==> src/rtl/mag_alarm_monitor.sv <==
`default_nettype none
// ============================================================================
// Module   : mag_alarm_monitor
// Purpose  : Moving-average smoothing, peak tracking and debounced hysteresis
//            alarm for an 8-bit magnitude sample stream.
// Revision : 1.0 - initial release
// ============================================================================
module mag_alarm_monitor #(
    parameter int WIN_LOG2 = 3,
    parameter int DEBOUNCE = 4
) (
    input  logic       clk,
    input  logic       rst_n,
    input  logic       ena,
    input  logic [7:0] mag_in,
    input  logic       mag_valid,
    input  logic [7:0] thresh_hi,
    input  logic [7:0] thresh_lo,
    input  logic       clear_peak,
    output logic [7:0] avg_out,
    output logic       avg_valid,
    output logic [7:0] peak_out,
    output logic       alarm,
    output logic       alarm_evt
);

    localparam int N  = 1 << WIN_LOG2;
    localparam int SW = 8 + WIN_LOG2;
    localparam int FW = WIN_LOG2 + 1;
    localparam int CW = (DEBOUNCE < 2) ? 1 : $clog2(DEBOUNCE + 1);
    localparam logic [FW-1:0] FILL_MAX = FW'(N);
    localparam logic [CW-1:0] DEB_CNT  = CW'(DEBOUNCE);

    typedef enum logic [1:0] {
        S_IDLE      = 2'd0,
        S_ARMING    = 2'd1,
        S_ALARM     = 2'd2,
        S_RELEASING = 2'd3
    } state_t;

    logic [7:0]    hist_q [N];
    logic [SW-1:0] sum_q, sum_d;
    logic [7:0]    avg_q, peak_q;
    logic [FW-1:0] fill_q, fill_d;
    logic          avg_valid_q, avg_upd_q;
    state_t        state_q, state_d;
    logic [CW-1:0] cnt_q, cnt_d, cnt_inc;
    logic          alarm_q, alarm_d, evt_q, evt_d;
    logic          accept, eval, qual_hi, qual_lo;

    assign accept = ena & mag_valid;
    assign sum_d  = sum_q + {{WIN_LOG2{1'b0}}, mag_in} - {{WIN_LOG2{1'b0}}, hist_q[N-1]};
    assign fill_d = (fill_q == FILL_MAX) ? fill_q : fill_q + 1'b1;

    always_ff @(posedge clk or negedge rst_n) begin
        if (!rst_n) begin
            for (int i = 0; i < N; i++) hist_q[i] <= '0;
            sum_q       <= '0;
            avg_q       <= '0;
            peak_q      <= '0;
            fill_q      <= '0;
            avg_valid_q <= 1'b0;
            avg_upd_q   <= 1'b0;
        end else begin
            if (accept) begin
                hist_q[0] <= mag_in;
                for (int i = 1; i < N; i++) hist_q[i] <= hist_q[i-1];
                sum_q       <= sum_d;
                avg_q       <= sum_d[SW-1:WIN_LOG2];
                fill_q      <= fill_d;
                avg_valid_q <= avg_valid_q | (fill_d == FILL_MAX);
            end
            // A pending update survives ena=0 so the evaluation is only deferred.
            if (ena) begin
                avg_upd_q <= accept;
                if (clear_peak)
                    peak_q <= mag_valid ? mag_in : 8'd0;
                else if (mag_valid && (mag_in > peak_q))
                    peak_q <= mag_in;
            end
        end
    end

    assign eval    = ena & avg_upd_q & avg_valid_q;
    assign qual_hi = (avg_q >= thresh_hi);
    assign qual_lo = (avg_q <  thresh_lo);
    assign cnt_inc = cnt_q + 1'b1;

    always_comb begin
        state_d = state_q;
        cnt_d   = cnt_q;
        if (eval) begin
            case (state_q)
                S_IDLE: begin
                    if (qual_hi) begin
                        if (DEBOUNCE == 1) begin
                            state_d = S_ALARM;
                            cnt_d   = '0;
                        end else begin
                            state_d = S_ARMING;
                            cnt_d   = CW'(1);
                        end
                    end
                end
                S_ARMING: begin
                    if (!qual_hi) begin
                        state_d = S_IDLE;
                        cnt_d   = '0;
                    end else if (cnt_inc == DEB_CNT) begin
                        state_d = S_ALARM;
                        cnt_d   = '0;
                    end else begin
                        cnt_d   = cnt_inc;
                    end
                end
                S_ALARM: begin
                    if (qual_lo) begin
                        if (DEBOUNCE == 1) begin
                            state_d = S_IDLE;
                            cnt_d   = '0;
                        end else begin
                            state_d = S_RELEASING;
                            cnt_d   = CW'(1);
                        end
                    end
                end
                default: begin
                    if (!qual_lo) begin
                        state_d = S_ALARM;
                        cnt_d   = '0;
                    end else if (cnt_inc == DEB_CNT) begin
                        state_d = S_IDLE;
                        cnt_d   = '0;
                    end else begin
                        cnt_d   = cnt_inc;
                    end
                end
            endcase
        end
        alarm_d = (state_d == S_ALARM) || (state_d == S_RELEASING);
        evt_d   = alarm_d ^ alarm_q;
    end

    always_ff @(posedge clk or negedge rst_n) begin
        if (!rst_n) begin
            state_q <= S_IDLE;
            cnt_q   <= '0;
            alarm_q <= 1'b0;
            evt_q   <= 1'b0;
        end else begin
            state_q <= state_d;
            cnt_q   <= cnt_d;
            alarm_q <= alarm_d;
            evt_q   <= evt_d;
        end
    end

    assign avg_out   = avg_q;
    assign avg_valid = avg_valid_q;
    assign peak_out  = peak_q;
    assign alarm     = alarm_q;
    assign alarm_evt = evt_q;

endmodule
`default_nettype wire

==> config.mk <==
export PLATFORM = sky130hd
export DESIGN_NAME = mag_alarm_monitor
export DESIGN_NICKNAME = d
export VERILOG_FILES = /design/src/rtl/mag_alarm_monitor.sv
export SDC_FILE = /design/constraint.sdc
export NUM_CORES = 1
export LEC_CHECK = 0
export CORE_MARGIN = 2
export CORE_UTILIZATION = 63
export CTS_BUF_LIST = sky130_fd_sc_hd__clkbuf_8
export CTS_CLUSTER_SIZE = 28
export DETAILED_ROUTE_END_ITERATION = 6
export PLACE_DENSITY = 0.87
export SLEW_MARGIN = 5
export SYNTH_ARGS = -nofsm -noshare
export SYNTH_HDL_FRONTEND = slang
export SYNTH_SLANG_ARGS = --single-unit
==> constraint.sdc <==
create_clock -name clk -period 5.7 [get_ports clk]
set_input_delay 0.855 -clock clk [delete_from_list [all_inputs] [get_ports clk]]
set_output_delay 0.855 -clock clk [all_outputs]
set_load 0.01 [all_outputs]
==> impl_metrics.py, run 1 <==
metrics = {
    "drt": {
        "drtAntennaViolNets": 0,
        "vias": 3939,
        "drc": 0,
        "wl_per_cell_um": 14.3,
        "routed_wl_um": 10400,
        "drt-initial-drc-count": 239,
        "viasPerCell": 5.42,
        "firstDrtPassIters": 6,
    },
    "critical_path": {
        "rrSetupSlack_ns": 2.90,
        "rr_endpoint": "sum_q[10]",
        "critical_path.endpoint_type": "flip-flop",
        "r2r_cells": 10,
        "reg2reg_from": "sum_q[4]",
        "worstPathArrival_ns": 3.58,
        "crit_required_ns": 5.93,
        "startpoint_type": "primary input",
        "path_max_fanout": 4,
        "critical_path_class": "in2reg",
    },
    "pwr": {
        "switchingPower_mw": 1.07,
        "p_int_mw": 1.68,
        "power_frac_comb": 0.460,
        "total_leakage_power_nw": 3.09,
        "cellPowerDensity_mw_per_mm2": 470,
        "power_frac_clock": 0.171,
        "vdd_drop_max_mv": 0.251,
        "switching_share": 0.389,
        "power_frac_seq": 0.368,
    },
    "sta": {
        "finalSetupTns_ns": 0,
        "finalSetupViolCount": 0,
        "maxSlewViolCount": 0,
        "max_freq_ghz": 0.298,
        "period_minus_slack_ns": 3.35,
        "worst_slew_pin_slew_ns": 0.765,
        "max_slew_margin": 0.488,
        "rsz0062_at_grt": "false",
        "fin_skew_ns": 0.00980,
        "finalHoldViolCount": 0,
        "post-route-period-util": 0.589,
        "layout_setup_ws_ns": 2.35,
    },
    "synthesis": {
        "synth_ff_type": "dfrtp_1",
        "synth_common_cells": "nand2_1 (211), dfrtp_1 (96), inv_1 (66), ha_1 (38), o21ai_0 (30)",
        "yosysTopAreaCell": "dfrtp_1",
        "async_flop_share": 1.00,
        "syn_area_mm2": 0.00515,
        "yosysSeqAreaShare": 0.467,
        "synth_top_area_frac": 0.467,
        "netlist-cell-type-count": 46,
        "syn-num-nets": 661,
        "synth_edf_count": 0,
        "synth_cells": 586,
        "synth.avg_cell_area_um2": 8.79,
        "synth_warnings": 0,
        "ys_seq_elements": 96,
        "ys_top_cells_by_area": "dfrtp_1 (47%), nand2_1 (15%), ha_1 (9.2%)",
        "synth_most_common_cell": "nand2_1",
    },
    "floorplan": {
        "dieArea_mm2": 0.00891,
        "initial_core_util": 0.659,
        "die_y_um": 94.4,
        "fp-row-count": 32,
        "die_width_um": 94.4,
        "pin_count": 48,
        "coreArea_mm2": 0.00781,
    },
    "status": {
        "outcome": "completed",
    },
    "clock_tree": {
        "cts_setup_buffers": 0,
        "cts_made_buffers": 9,
        "clock_sinks": 96,
        "cts_hold_buf": 0,
        "htree_levels": 3,
        "cts_tree": "yes",
        "clk_pin_slew_ns": 0.09,
        "insertion_delay_ns": 0.36,
        "post_cts_resized": 0,
        "cts_root_buf": "clkbuf_8",
        "cts_buffer_depth": 2,
    },
    "job": {
        "maxCapViolCount": 0,
    },
    "grt": {
        "antenna_found_initial": 0,
        "grt_overflow": 0,
        "grt_pass1_vias": 3904,
        "grt_max_degree": 50,
        "grt_pass1_wl_um": 17500,
        "grt_usage": 0.256,
    },
    "min_path": {
        "hp-class": "reg2reg",
        "min_to": "hist_q[0]",
        "min_delay_path_depth": 2,
        "min-delay-start": "hist_q[8]",
    },
    "final_layout": {
        "final_layout_size_suffix_gt1_frac": 0.0480,
        "diodes": 0,
        "syn2layout_area_growth_pct": 13.6,
        "fin_nets": 696,
    },
    "placed_design": {
        "pre_cts_slack_ns": 2.00,
        "hpwl_um": 7520,
        "routabilityCongestion": 1.00,
        "portBuffers": 47,
    },
}
==> flip-flops by register name (all words and copies together), names as in the netlist <==
| name | flops |
|---|---|
| alarm | 1 |
| alarm_evt | 1 |
| avg_upd_q | 1 |
| avg_valid | 1 |
| cnt_q | 3 |
| fill_q | 4 |
| hist_q | 64 |
| peak_out | 8 |
| state_q | 2 |
| sum_q | 11 |
==> cell usage in the layout (no fill, tap or decap), drive strengths merged, types with 2 or more instances in the layout <==
cell / netlist / routed
nand3b: 3 / 3
a31o: 2 / 2
inv: 66 / 67
nor3: 4 / 4
clkdlybuf4s50: 0 / 46
ha: 38 / 38
and2: 2 / 2
clkinv: 0 / 3
clkbuf: 13 / 9
or3: 3 / 3
and4: 2 / 2
nand2b: 4 / 4
o31ai: 4 / 4
nor2b: 5 / 5
o21a: 5 / 5
a21o: 3 / 3
bufinv: 0 / 2
xor2: 4 / 4
buf: 13 / 4
o21ai: 30 / 30
dfrtp: 96 / 96
nand3: 5 / 5
a21oi: 23 / 23
and3: 2 / 2
nand4: 2 / 2
nand2: 211 / 211
xnor2: 6 / 6
nor2: 8 / 8
mux2i: 9 / 9
fa: 8 / 8
==> metrics by stage <==
step	power (mW)	hold WS, ns	util	std cells	area (um2)
finish	2.75	0.466	0.749	727	5850
floorplan	1.92	0.439	-	586	5150
global route	2.97	0.494	0.749	727	5850
global placement	2.20	0.447	0.723	712	5640
detailed placement	2.27	0.449	0.723	712	5640
CTS	2.76	0.473	0.749	727	5850
==> critical path: stages <==
cell,delay [ns]
clkdlybuf4s50_1,0.51
inv_1,0.08
fa_1,0.53
inv_1,0.04
ha_1,0.31
nand2b_1,0.15
a21oi_1,0.13
or3_1,0.39
nor2b_1,0.17
o311ai_1,0.31
o31ai_1,0.11
==> layout make-up <==
| type | instances | area, um2 |
|---|---|---|
| timing repair buffer | 50 | 490 |
| tap | 102 | 128 |
| clock inverter | 6 | 83.8 |
| multi-input combinational | 398 | 2370 |
| clock buffer | 9 | 124 |
| fill | 550 | 1960 |
| sequential | 96 | 2400 |
| inverter | 66 | 248 |
==> routing by layer <==
| metal | wire length (um) | track usage | part of all wire | up-vias |
|---|---|---|---|---|
| li1 | - | - | - | 1933 |
| met1 | 4400 | 0.310 | 0.42 | 1885 |
| met2 | 5140 | 0.432 | 0.50 | 84 |
| met3 | 421 | 0.0559 | 0.041 | 37 |
| met4 | 418 | 0.134 | 0.040 | 0 |
| met5 | 0 | 0 | 0 | - |
==> power by group through the flow <==
stage | registers (mW) | clock network (mW) | logic [mW]
floorplan | 0.989 | 0 | 0.931
global placement | 1.01 | 0 | 1.19
detailed placement | 1.02 | 0 | 1.25
CTS | 1.01 | 0.483 | 1.27
global route | 1.03 | 0.511 | 1.43
finish | 1.01 | 0.471 | 1.27
==> kinds of logic after synthesis <==
group,count (synthesis),synth area share
AO/OA/AOI/OAI,78,0.0955
buffers and inverters,92,0.0729
multiplexers,10,0.0221
AND/OR/NAND/NOR,254,0.202
adder cells (fa/ha/maj),46,0.123
XOR/XNOR,10,0.0170
flip-flops,96,0.467
==> how the worst max path moves through the flow <==
| stage | from | end | cells past startpoint |
|---|---|---|---|
| after global placement | mag_in[2] | sum_q[10] | 11 |
| after CTS | mag_in[1] | sum_q[10] | 10 |
| final | mag_in[2] | sum_q[10] | 11 |
| after detailed placement | mag_in[2] | sum_q[10] | 11 |
| after floorplan | mag_in[4] | sum_q[10] | 10 |
| after global routing | mag_in[1] | sum_q[10] | 10 |
No activity file was read; power rests on OpenSTA's default activity.
==> inputs of run 2 (changes only) <==
--- a/config.mk
+++ b/config.mk
@@ -6,11 +6,11 @@
 export NUM_CORES = 1
 export LEC_CHECK = 0
 export CORE_MARGIN = 2
-export CORE_UTILIZATION = 63
+export CORE_UTILIZATION = 60
 export CTS_BUF_LIST = sky130_fd_sc_hd__clkbuf_8
 export CTS_CLUSTER_SIZE = 28
 export DETAILED_ROUTE_END_ITERATION = 6
-export PLACE_DENSITY = 0.87
+export PLACE_DENSITY = 0.84
 export SLEW_MARGIN = 5
 export SYNTH_ARGS = -nofsm -noshare
 export SYNTH_HDL_FRONTEND = slang
==> constraint.sdc (replaced) <==
create_clock -name clk -period 3.4 [get_ports clk]
set_input_delay 0.51 -clock clk [delete_from_list [all_inputs] [get_ports clk]]
set_output_delay 0.51 -clock clk [all_outputs]
set_load 0.01 [all_outputs]
==> impl_metrics.py, run 2 (synthesized netlist as in run 1, its figures left out) <==
metrics = {
    "status": {
        "outcome": "completed",
    },
    "final_layout": {
        "final_common_cell": "nand2_1",
        "regMostFlops": "hist_q",
        "multiInputGateArea_mm2": 0.00237,
        "diodes": 0,
        "largest_reg_flops": 64,
        "regArea_mm2": 0.00240,
        "final_layout_size_suffix_gt1_frac": 0.0540,
        "fin_nets": 700,
        "syn2layout_area_growth_pct": 14.0,
        "fill_cells": 620,
        "layout_common_cells": "nand2_1 (210), dfrtp_1 (96), inv_1 (67)",
        "fin_area_mm2": 0.00587,
    },
    "clock_tree": {
        "cts_made_buffers": 9,
        "cts_root_buf": "clkbuf_8",
        "post_cts_resized": 0,
        "cts_buffer_depth": 2,
        "clk_pin_slew_ns": 0.09,
        "cts_hold_buf": 0,
        "cts_setup_buffers": 0,
        "htree_levels": 3,
        "cts_tree": "yes",
        "clock_sinks": 96,
        "insertion_delay_ns": 0.36,
    },
    "drt": {
        "viasPerCell": 5.29,
        "firstDrtPassIters": 4,
        "routed_wl_um": 10200,
        "drt-initial-drc-count": 230,
        "vias": 3886,
        "drc": 0,
        "drtAntennaViolNets": 0,
        "wl_per_cell_um": 13.8,
    },
    "sta": {
        "fin_skew_ns": 0.0127,
        "finalSetupViolCount": 0,
        "max_slew_margin": 0.588,
        "max_freq_ghz": 0.326,
        "worst_slew_pin_slew_ns": 0.618,
        "rsz0062_at_grt": "false",
        "post-route-period-util": 0.901,
        "finalSetupTns_ns": 0,
        "period_minus_slack_ns": 3.06,
        "finalHoldViolCount": 0,
        "maxSlewViolCount": 0,
    },
    "floorplan": {
        "die_y_um": 96.6,
        "fp-row-count": 33,
        "coreArea_mm2": 0.00826,
        "dieArea_mm2": 0.00934,
        "die_width_um": 96.6,
        "pin_count": 48,
        "initial_core_util": 0.623,
    },
    "critical_path": {
        "r2r_cells": 9,
        "crit_chain": "clkdlybuf4s50_1, inv_1, fa_1, inv_1, ha_1, a21oi_2, nor2b_1, or3_1, nor2b_1, o311ai_1, o31ai_1",
        "slowest_stage": "fa_1",
        "startpoint_type": "primary input",
        "critical_path.endpoint_type": "flip-flop",
        "worstPathArrival_ns": 3.28,
        "crit_buf_inv": 3,
        "rrSetupSlack_ns": 0.58,
        "rr_endpoint": "sum_q[10]",
        "crit_required_ns": 3.62,
        "critical_path_class": "in2reg",
        "reg2reg_from": "sum_q[5]",
        "cpPeakStageDelay_ns": 0.54,
        "path_max_fanout": 4,
        "cpLargestDelayFamily": "adder cells",
    },
    "placed_design": {
        "routabilityCongestion": 0.866,
        "hpwl_um": 7420,
        "place_area_mm2": 0.00568,
        "portBuffers": 47,
    },
    "pwr": {
        "power_frac_comb": 0.467,
        "power_frac_seq": 0.371,
        "total_leakage_power_nw": 3.11,
        "p_int_mw": 2.79,
        "switchingPower_mw": 1.78,
        "power_frac_clock": 0.162,
        "vdd_drop_max_mv": 0.487,
        "power_mw": 4.57,
        "cellPowerDensity_mw_per_mm2": 778,
        "switching_share": 0.390,
    },
    "job": {
        "maxCapViolCount": 0,
    },
    "grt": {
        "grt_overflow": 0,
        "grt_pass1_vias": 3955,
        "grt_max_degree": 61,
        "grt_pass1_wl_um": 18000,
        "antenna_found_initial": 0,
        "grt_usage": 0.233,
    },
    "min_path": {
        "hp-class": "in2async",
    },
}
==> run 2: final cells by class <==
class                      count  area share
inverter                      66      0.0422
sequential                    96       0.409
tap                          105      0.0224
timing repair buffer          54      0.0886
clock buffer                  10      0.0234
multi-input combinational    398       0.404
clock inverter                 6     0.00980
==> run 2: layer usage <==
layer,GRT usage,vias up,share of wire
li1,-,1949,-
met1,0.312,1852,0.46
met2,0.387,69,0.49
met3,0.0477,16,0.030
met4,0.0704,0,0.019
met5,0,-,0
==> run 2: metrics by stage <==
| stage | hold slack (ns) | cells | worst slack (ns) | util |
|---|---|---|---|---|
| 3_5_place_dp | 0.449 | 719 | -0.0130 | 0.687 |
| 5_1_grt | 0.156 | 735 | 0.240 | 0.711 |
| 4_1_cts | 0.137 | 735 | 0.353 | 0.711 |
| 6_report | 0.125 | 735 | 0.336 | 0.711 |
| 2_1_floorplan | 0.214 | 586 | 0.753 | - |
| 3_3_place_gp | 0.447 | 719 | 0.106 | 0.687 |
==> run 2: power groups by stage <==
| stage | Clock (mW) | Combinational (mW) | Sequential, mW |
|---|---|---|---|
| 2_1_floorplan | 0 | 1.56 | 1.66 |
| 3_3_place_gp | 0 | 2.01 | 1.70 |
| 3_5_place_dp | 0 | 2.11 | 1.72 |
| 4_1_cts | 0.762 | 2.13 | 1.70 |
| 5_1_grt | 0.804 | 2.42 | 1.74 |
| 6_report | 0.739 | 2.13 | 1.70 |
==> run 2: worst max-delay path by stage <==
stage          cells past startpoint       from  slack [ns]         to
2_1_floorplan                     10  mag_in[4]        0.75  sum_q[10]
3_3_place_gp                      11  mag_in[4]        0.11  sum_q[10]
3_5_place_dp                      11  mag_in[4]       -0.01  sum_q[10]
4_1_cts                           11  mag_in[4]        0.35  sum_q[10]
5_1_grt                           10  mag_in[1]        0.24   sum_q[8]
6_report                          11  mag_in[4]        0.34  sum_q[10]
